$ cat src/rtl/gbprocessor_q_if.sv
// gbprocessor_q_if: beat channel into the queued processor (opcode + immediate, valid/ready).
// The master offers beats; the slave accepts on a rising edge with valid and ready both high.
interface gbprocessor_q_if #(
    parameter int DATA_W = 8
);
    logic [7:0]        instruction;
    logic [DATA_W-1:0] data;
    logic              valid;
    logic              ready;

    modport master (
        output instruction,
        output data,
        output valid,
        input  ready
    );

    modport slave (
        input  instruction,
        input  data,
        input  valid,
        output ready
    );
endinterface

$ cat src/rtl/gbprocessor_q.sv
// gbprocessor_q: queued Game Boy-style datapath with probe bus and sticky HALT.
// Optional feature macro GBPROC_Q_BYPASS_EN: an empty, running queue executes the accepted beat on the same edge.

// gbprocessor_q_fifo: generic synchronous FIFO with occupancy counter.
// Latency: head visible the clock after push; pop_dat is combinational from the read pointer.
// Backpressure: full asserts at DEPTH entries; caller must not push when full or pop when empty.
module gbprocessor_q_fifo #(
    parameter int WIDTH = 16,
    parameter int DEPTH = 4
) (
    input  logic             clock,
    input  logic             reset,
    input  logic             push_vld,
    input  logic [WIDTH-1:0] push_dat,
    input  logic             pop_rdy,
    output logic [WIDTH-1:0] pop_dat,
    output logic             empty,
    output logic             full
);
    localparam int AW = $clog2(DEPTH);
    localparam logic [AW:0] FULL_CNT = (AW+1)'(DEPTH);

    logic [WIDTH-1:0] mem [DEPTH];
    logic [AW-1:0]    wr_ptr;
    logic [AW-1:0]    rd_ptr;
    logic [AW:0]      count;

    always_ff @(posedge clock or negedge reset) begin
        if (!reset) begin
            wr_ptr <= '0;
            rd_ptr <= '0;
            count  <= '0;
        end else begin
            if (push_vld) wr_ptr <= wr_ptr + 1'b1;
            if (pop_rdy)  rd_ptr <= rd_ptr + 1'b1;
            case ({push_vld, pop_rdy})
                2'b10:   count <= count + 1'b1;
                2'b01:   count <= count - 1'b1;
                default: count <= count;
            endcase
        end
    end

    // Payload storage carries no reset; only pointers and count define validity.
    always_ff @(posedge clock) begin
        if (push_vld) mem[wr_ptr] <= push_dat;
    end

    assign pop_dat = mem[rd_ptr];
    assign empty   = (count == '0);
    assign full    = (count == FULL_CNT);
endmodule

// gbprocessor_q: 8-register datapath fed from an instruction queue, one instruction per clock.
// Latency: 1 clock accept-to-execute (0 when GBPROC_Q_BYPASS_EN and queue empty and running).
// Backpressure: ready = queue not full; HALT stops draining so the queue fills and ready falls.
module gbprocessor_q #(
    parameter int DATA_W     = 8,
    parameter int FIFO_DEPTH = 4
) (
    input  logic                  clock,
    input  logic                  reset,
    gbprocessor_q_if.slave        host,
    output logic                  halted,
    output logic [8*DATA_W-1:0]   probe
);
    localparam int ZB = DATA_W - 1;
    localparam int NB = DATA_W - 2;
    localparam int HB = DATA_W - 3;
    localparam int CB = DATA_W - 4;

    typedef struct packed {
        logic [7:0]        op;
        logic [DATA_W-1:0] imm;
    } beat_t;

    typedef enum logic {
        ST_RUN  = 1'b0,
        ST_HALT = 1'b1
    } state_t;

    state_t state_q;
    state_t state_nxt;

    beat_t in_beat;
    beat_t head_beat;
    beat_t ex_beat;
    logic  q_empty;
    logic  q_full;
    logic  in_fire;
    logic  bypass;
    logic  push;
    logic  pop;
    logic  ex_vld;

    logic [DATA_W-1:0] rf [8];
    logic [DATA_W-1:0] f_q;

    logic [7:0]        ex_op;
    logic [DATA_W-1:0] ex_imm;
    logic [2:0]        ex_dst;
    logic [2:0]        ex_src;
    logic [DATA_W-1:0] acc;
    logic [DATA_W-1:0] src_val;
    logic [DATA_W-1:0] dst_val;

    logic              cin;
    logic [DATA_W:0]   wide;
    logic [DATA_W-1:0] alu_res;
    logic              alu_n;
    logic              alu_h;
    logic              alu_c;

    logic              rf_we;
    logic [2:0]        rf_widx;
    logic [DATA_W-1:0] rf_wdat;
    logic              f_we;
    logic [DATA_W-1:0] f_nxt;
    logic              halt_req;

    assign in_beat.op  = host.instruction;
    assign in_beat.imm = host.data;
    assign host.ready  = ~q_full;
    assign in_fire     = host.valid & ~q_full;

`ifdef GBPROC_Q_BYPASS_EN
    assign bypass = in_fire & q_empty & ~halted;
`else
    assign bypass = 1'b0;
`endif

    assign push    = in_fire & ~bypass;
    assign pop     = ~q_empty & ~halted;
    assign ex_vld  = pop | bypass;
    assign ex_beat = bypass ? in_beat : head_beat;

    gbprocessor_q_fifo #(
        .WIDTH ($bits(beat_t)),
        .DEPTH (FIFO_DEPTH)
    ) u_queue (
        .clock    (clock),
        .reset    (reset),
        .push_vld (push),
        .push_dat (in_beat),
        .pop_rdy  (pop),
        .pop_dat  (head_beat),
        .empty    (q_empty),
        .full     (q_full)
    );

    // Register index 6 names no register: reads see zero, writes are dropped.
    assign ex_op   = ex_beat.op;
    assign ex_imm  = ex_beat.imm;
    assign ex_dst  = ex_op[5:3];
    assign ex_src  = ex_op[2:0];
    assign acc     = rf[7];
    assign src_val = (ex_src == 3'd6) ? '0 : rf[ex_src];
    assign dst_val = (ex_dst == 3'd6) ? '0 : rf[ex_dst];

    // Carry/borrow out of bit 3 is recovered as the carry into bit 4.
    always_comb begin
        cin     = 1'b0;
        wide    = '0;
        alu_res = '0;
        alu_n   = 1'b0;
        alu_h   = 1'b0;
        alu_c   = 1'b0;
        case (ex_op[5:3])
            3'd0, 3'd1: begin
                cin     = ex_op[3] & f_q[CB];
                wide    = {1'b0, acc} + {1'b0, src_val} + {{DATA_W{1'b0}}, cin};
                alu_res = wide[DATA_W-1:0];
                alu_h   = acc[4] ^ src_val[4] ^ wide[4];
                alu_c   = wide[DATA_W];
            end
            3'd2, 3'd3, 3'd7: begin
                cin     = (ex_op[5:3] == 3'd3) & f_q[CB];
                wide    = {1'b0, acc} - {1'b0, src_val} - {{DATA_W{1'b0}}, cin};
                alu_res = wide[DATA_W-1:0];
                alu_n   = 1'b1;
                alu_h   = acc[4] ^ src_val[4] ^ wide[4];
                alu_c   = wide[DATA_W];
            end
            3'd4: begin
                alu_res = acc & src_val;
                alu_h   = 1'b1;
            end
            3'd5:    alu_res = acc ^ src_val;
            default: alu_res = acc | src_val;
        endcase
    end

    always_comb begin
        rf_we    = 1'b0;
        rf_widx  = ex_dst;
        rf_wdat  = '0;
        f_we     = 1'b0;
        f_nxt    = '0;
        halt_req = 1'b0;
        if (ex_vld) begin
            case (ex_op[7:6])
                2'b00: begin
                    if (ex_dst != 3'd6) begin
                        if (ex_src == 3'b110) begin
                            rf_we   = 1'b1;
                            rf_wdat = ex_imm;
                        end else if (ex_src[2:1] == 2'b10) begin
                            rf_we     = 1'b1;
                            f_we      = 1'b1;
                            rf_wdat   = ex_op[0] ? dst_val - 1'b1 : dst_val + 1'b1;
                            f_nxt[ZB] = (rf_wdat == '0);
                            f_nxt[NB] = ex_op[0];
                            f_nxt[HB] = ex_op[0] ? (dst_val[3:0] == 4'h0) : (dst_val[3:0] == 4'hF);
                            f_nxt[CB] = f_q[CB];
                        end
                    end
                end
                2'b01: begin
                    if (ex_op == 8'h76) begin
                        halt_req = 1'b1;
                    end else begin
                        rf_we   = (ex_dst != 3'd6);
                        rf_wdat = src_val;
                    end
                end
                2'b10: begin
                    rf_we     = (ex_op[5:3] != 3'd7);
                    rf_widx   = 3'd7;
                    rf_wdat   = alu_res;
                    f_we      = 1'b1;
                    f_nxt[ZB] = (alu_res == '0);
                    f_nxt[NB] = alu_n;
                    f_nxt[HB] = alu_h;
                    f_nxt[CB] = alu_c;
                end
                default: begin
                    rf_we = 1'b0;
                end
            endcase
        end
    end

    always_ff @(posedge clock or negedge reset) begin
        if (!reset) begin
            for (int i = 0; i < 8; i++) begin
                rf[i] <= (i < 6) ? DATA_W'(i + 1) : '0;
            end
            f_q <= '0;
        end else begin
            if (rf_we) rf[rf_widx] <= rf_wdat;
            if (f_we)  f_q <= f_nxt;
        end
    end

    always_ff @(posedge clock or negedge reset) begin
        if (!reset) state_q <= ST_RUN;
        else        state_q <= state_nxt;
    end

    always_comb begin
        state_nxt = state_q;
        if (state_q == ST_RUN && halt_req) state_nxt = ST_HALT;
    end

    assign halted = (state_q == ST_HALT);
    assign probe  = {rf[7], rf[0], rf[1], rf[2], rf[3], f_q, rf[4], rf[5]};
endmodule

$ cat src/flat_wrapper.sv
// flat-port wrapper written by rule: the top's interface ports become plain ports
module gbprocessor_q_flat 
#(
    parameter int DATA_W     = 8,
    parameter int FIFO_DEPTH = 4
)
  (clock, reset, halted, probe, host_instruction, host_data, host_valid, host_ready);
  gbprocessor_q_if #(.DATA_W(DATA_W)) host_i ();
  input  logic clock;
  input  logic reset;
  output logic halted;
  output logic [8*DATA_W-1:0] probe;
  input wire logic [$bits(host_i.instruction)-1:0] host_instruction;
  input wire logic [$bits(host_i.data)-1:0] host_data;
  input wire logic [$bits(host_i.valid)-1:0] host_valid;
  output wire logic [$bits(host_i.ready)-1:0] host_ready;
  assign host_i.instruction = host_instruction;
  assign host_i.data = host_data;
  assign host_i.valid = host_valid;
  assign host_ready = host_i.ready;
  gbprocessor_q #(.DATA_W(DATA_W), .FIFO_DEPTH(FIFO_DEPTH)) u_core (.clock(clock), .reset(reset), .host(host_i), .halted(halted), .probe(probe));
endmodule
$ cat config.mk
export PLATFORM = sky130hd
export DESIGN_NAME = gbprocessor_q_flat
export DESIGN_NICKNAME = d
export VERILOG_FILES = /design/src/rtl/gbprocessor_q_if.sv /design/src/rtl/gbprocessor_q.sv /design/src/flat_wrapper.sv
export SDC_FILE = /design/constraint.sdc
export NUM_CORES = 1
export LEC_CHECK = 0
export ABC_AREA = 1
export ABC_CLOCK_PERIOD_IN_PS = 3600
export BUFFER_PORTS_ARGS = -buffer_cell sky130_fd_sc_hd__buf_2
export CORE_ASPECT_RATIO = 1.1
export CORE_MARGIN = 2
export CORE_UTILIZATION = 55
export CTS_CLUSTER_DIAMETER = 50
export DETAILED_ROUTE_END_ITERATION = 10
export PLACE_DENSITY = 0.77
export SLEW_MARGIN = 15
export SYNTH_ARGS = -nofsm -noshare
export SYNTH_HDL_FRONTEND = slang
export SYNTH_HIERARCHICAL = 1
export SYNTH_SLANG_ARGS = --single-unit
$ cat constraint.sdc
create_clock -name clock -period 3.6 [get_ports clock]
set_input_delay 0.54 -clock clock [delete_from_list [all_inputs] [get_ports clock]]
set_output_delay 0.54 -clock clock [all_outputs]
set_load 0.01 [all_outputs]
==> metrics list <==
* Hold/Removal Path Class: input pin to async pin
- During I/O placement, the number of pins put on the boundary was 85.
- H-tree level count: 4
* Cell area after synthesis: roughly 0.0096 mm^2
- Detailed placement ended at an HPWL of 19.5 mm.
- In this run the clock root is driven by a clkbuf_16.
- In this run, CTS created clock tree buffers numbering 17.
* Synth area leaders: edfxtp_1 (20%), dfrtp_1 (17%), nand2_1 (12%)
- Ys async rst share: approximately 54%
* Post-synth cell types: 52
* Post-Synthesis Mean Instance Area: 8.13 um^2
* Crit end category: flip-flop
- Register bit count reported by yosys: 139
- Area overhead of the layout relative to synthesis: 19.5%
- Mean routed wirelength per cell: 17.5 um
* Clock transition at the registers of the reported paths: approximately 0.06 ns
- Number of buffer cells added on primary ports: 80
- The initialized floorplan defines 50 standard-cell rows.
- Timing analysis after detailed placement gives a worst setup slack of -0.164 ns.
- For this run, the leading register cell type out of synthesis is dfrtp_1.
- Fmax: between 0.2 and 0.3 GHz
- STA puts the critical path data arrival time at 3.98 ns.
- Setup slack of the most critical reg-to-reg path: -0.06 ns
- Including well taps, the total number of placed cells is ~1,500.
* Maximum fanout along the worst path: 18
- Remaining routing DRC violations: 0
- Failing checks: negative setup slack
* Fraction of met1 tracks used by global routing: ~37%
- Max-cap violations in this run came to 0.
- The number of antenna diodes in the final layout is 0.
- The die is about 140 um tall.
- Final weighted congestion in routability-driven placement: slightly below 1
* Setup repair after global routing missed its margin: true
- Post-route worst setup slack: -0.0610 ns
* Final number of hold-violating endpoints: 0
* Setup skew after layout: 0.00866 ns
* Sort of element at the start of the critical path: flip-flop
* Via-per-instance ratio: 5.62
* Overflow after GRT: 0
- For this run, global-route usage on met2 was measured as 49.9%.
- The detailed router finished its first iteration with between 900 and 1,000 violations.
- During synthesis, Yosys emitted a total of 6 warnings.
* Sequential share of the synthesized area: between 30 and 40%
- Of the cells placed in the final design, the portion with a size suffix greater than 1 is between 20 and 30%.
- Residual antenna-violating net count after detailed routing: 0
- The run finished, with violations left.
- Least-Margin Pin Slew: about 0.95 ns
- Minimum period implied by the final worst setup slack: between 3 and 4 ns
- The layer flagged by global routing as most heavily used is met2.
* Antenna violations before repair: 0
- The total area inside the core boundary comes to ~0.017 mm^2.
* Final setup violation count: 36
- For this run, global-route usage on met3 was measured as under 10%.
- Top cell types by occurrence after synthesis: nand2_1 (309), inv_1 (142), nand3_1 (85)
* Non-filler instance count after layout: about 1,600
* Routed vias: between 8,000 and 9,000
- Vias in the first global route: about 8,000
* Effective utilization at floorplan: roughly 56%
- Length of the first detailed-routing pass in iterations: 6
- CTS Buffer Depth: 2
- Crit path required time: about 3.9 ns
- Global-route wire length before repair: approximately 42 mm
- In this run, synthesis inferred between 60 and 70 flip-flops with an integrated enable.
- The worst setup path is of the flip-flop to flip-flop kind.
* Detailed Route WL: ~27 mm
* Clock sink count: approximately 140
- Slew Viols, Final: 0
* Skew-Pair Late Insertion Delay: about 0.43 ns
- CTS tree: done
* Leading area contributor after synthesis: edfxtp_1
* NumNets Final: 1,371
- Adding up every negative setup slack in the final design gives -0.974 ns.
- By instance count, the leading cell after synthesis is nand2_1.
- Fraction of synthesized cell area taken by the top area cell type: 20.0%
- Count of mapped cells out of synthesis: around 1,200
- In the global route stage, overall resource usage came out at between 20 and 30%.
* Die width: 130 um
- Measured against its own limit, the worst slew margin works out to between 30% and 40%.
- Largest net degree at the start of global routing: 76
- The die covers 0.0185 mm^2.
- The final critical path takes up 102% of the cycle.
## metrics by stage
step           utilization, %  hold slack [ns]  area [um^2]
3_3_place_gp             61.2            0.364        10500
3_5_place_dp             61.2            0.367        10500
6_report                 67.2            0.266        11500
5_1_grt                  67.2            0.310        11500
2_1_floorplan               -            0.244         9620
4_1_cts                  65.5            0.293        11200
## cells in the final DEF (no fill, tap or decap), drive strengths merged, types with 9 or more instances in the layout
| master | netlist | routed |
|---|---|---|
| nor2 | 69 | 69 |
| clkbuf | 11 | 19 |
| ha | 42 | 42 |
| inv | 155 | 163 |
| dfstp | 9 | 9 |
| o21ai | 80 | 80 |
| nand3 | 88 | 88 |
| dfrtp | 66 | 66 |
| o211ai | 53 | 53 |
| buf | 99 | 211 |
| a21oi | 29 | 29 |
| nand4 | 20 | 20 |
| edfxtp | 64 | 64 |
| nand2 | 343 | 343 |
## logic make-up after synthesis
| logic type | share of synthesized area [%] |
|---|---|
| other | 0.0391 |
| adders and majority gates | 6.73 |
| and+or+nand+nor | 24.9 |
| AOI/OAI and AO/OA | 13.3 |
| buffers and inverters | 14.7 |
| DFF | 39.7 |
| xor gates and xnor gates | 0.626 |
## path summary, 6_finish.rpt
| check | cells past startpoint | end | startpoint |
|---|---|---|---|
| max | 22 | u_core/probe[30]$_DFFE_PN0P_ | u_core/u_queue/rd_ptr[0]$_DFFE_PN0P_ |
| min | 1 | u_core/probe[42]$_DFFE_PN0P_ | reset |
| max reg2reg | 22 | u_core/probe[30]$_DFFE_PN0P_ | u_core/u_queue/rd_ptr[0]$_DFFE_PN0P_ |
| min reg2reg | 0 | u_core/rf[15]$_DFFE_PN0P_ | u_core/rf[15]$_DFFE_PN0P_ |
| max in group asynchronous | 1 | u_core/u_queue/rd_ptr[1]$_DFFE_PN0P_ | reset |
| min in group clock | 1 | u_core/u_queue/mem[3][13]$_DFFE_PP_ | host_instruction[5] |
## layout make-up
| cell class | count | area [um^2] |
|---|---|---|
| Tap cell | 234 | 293 |
| Clock inverter | 14 | 134 |
| Timing Repair Buffer | 212 | 1530 |
| Sequential cell | 139 | 3810 |
| Multi-Input combinational cell | 777 | 4660 |
| Fill cell | 1356 | 5610 |
| Inverter | 157 | 611 |
| Clock buffer | 18 | 429 |
## worst max-delay path: stages (launching register included)
cell      delay [ns]
dfrtp_2         0.44
buf_4           0.17
nand2_1         0.10
o211ai_4        0.09
nand2_4         0.16
inv_6           0.07
buf_12          0.15
o211ai_1        0.18
nand2_1         0.15
o211ai_4        0.31
ha_4            0.26
ha_1            0.34
nand2_1         0.06
inv_1           0.06
nand4_1         0.11
nand3_1         0.10
nand2_1         0.07
nand3_1         0.10
nand3_1         0.10
nand3_1         0.13
nand4_4         0.18
nand3_1         0.12
nand2_1         0.07
## metal layers
metal / vias up / wire [um]
met5: - / 0
li1: 4059 / -
met4: 0 / 1170
met3: 101 / 2420
met2: 494 / 13300
met1: 4068 / 10300
## flip-flops by register name, summed over array words and instances, names as in the netlist
signal / count
u_core/u_queue/mem: 64
u_core/probe: 48
u_core/acc: 8
u_core/rf: 7
u_core/f_q: 4
u_core/u_queue/count: 3
u_core/u_queue/rd_ptr: 2
u_core/u_queue/wr_ptr: 2
u_core/halted: 1
## what timing repair did
action / CTS / global route
pin swaps: 7 / 28
setup buffers: 5 / 10
gates resized for setup: 28 / 40
hold buffers: 0 / 0
gates cloned: 0 / 1
setup endpoints to repair: 51 / 59
Power is not shown: default switching activity piles up to over one toggle a cycle in this logic, so the estimate is an artifact.
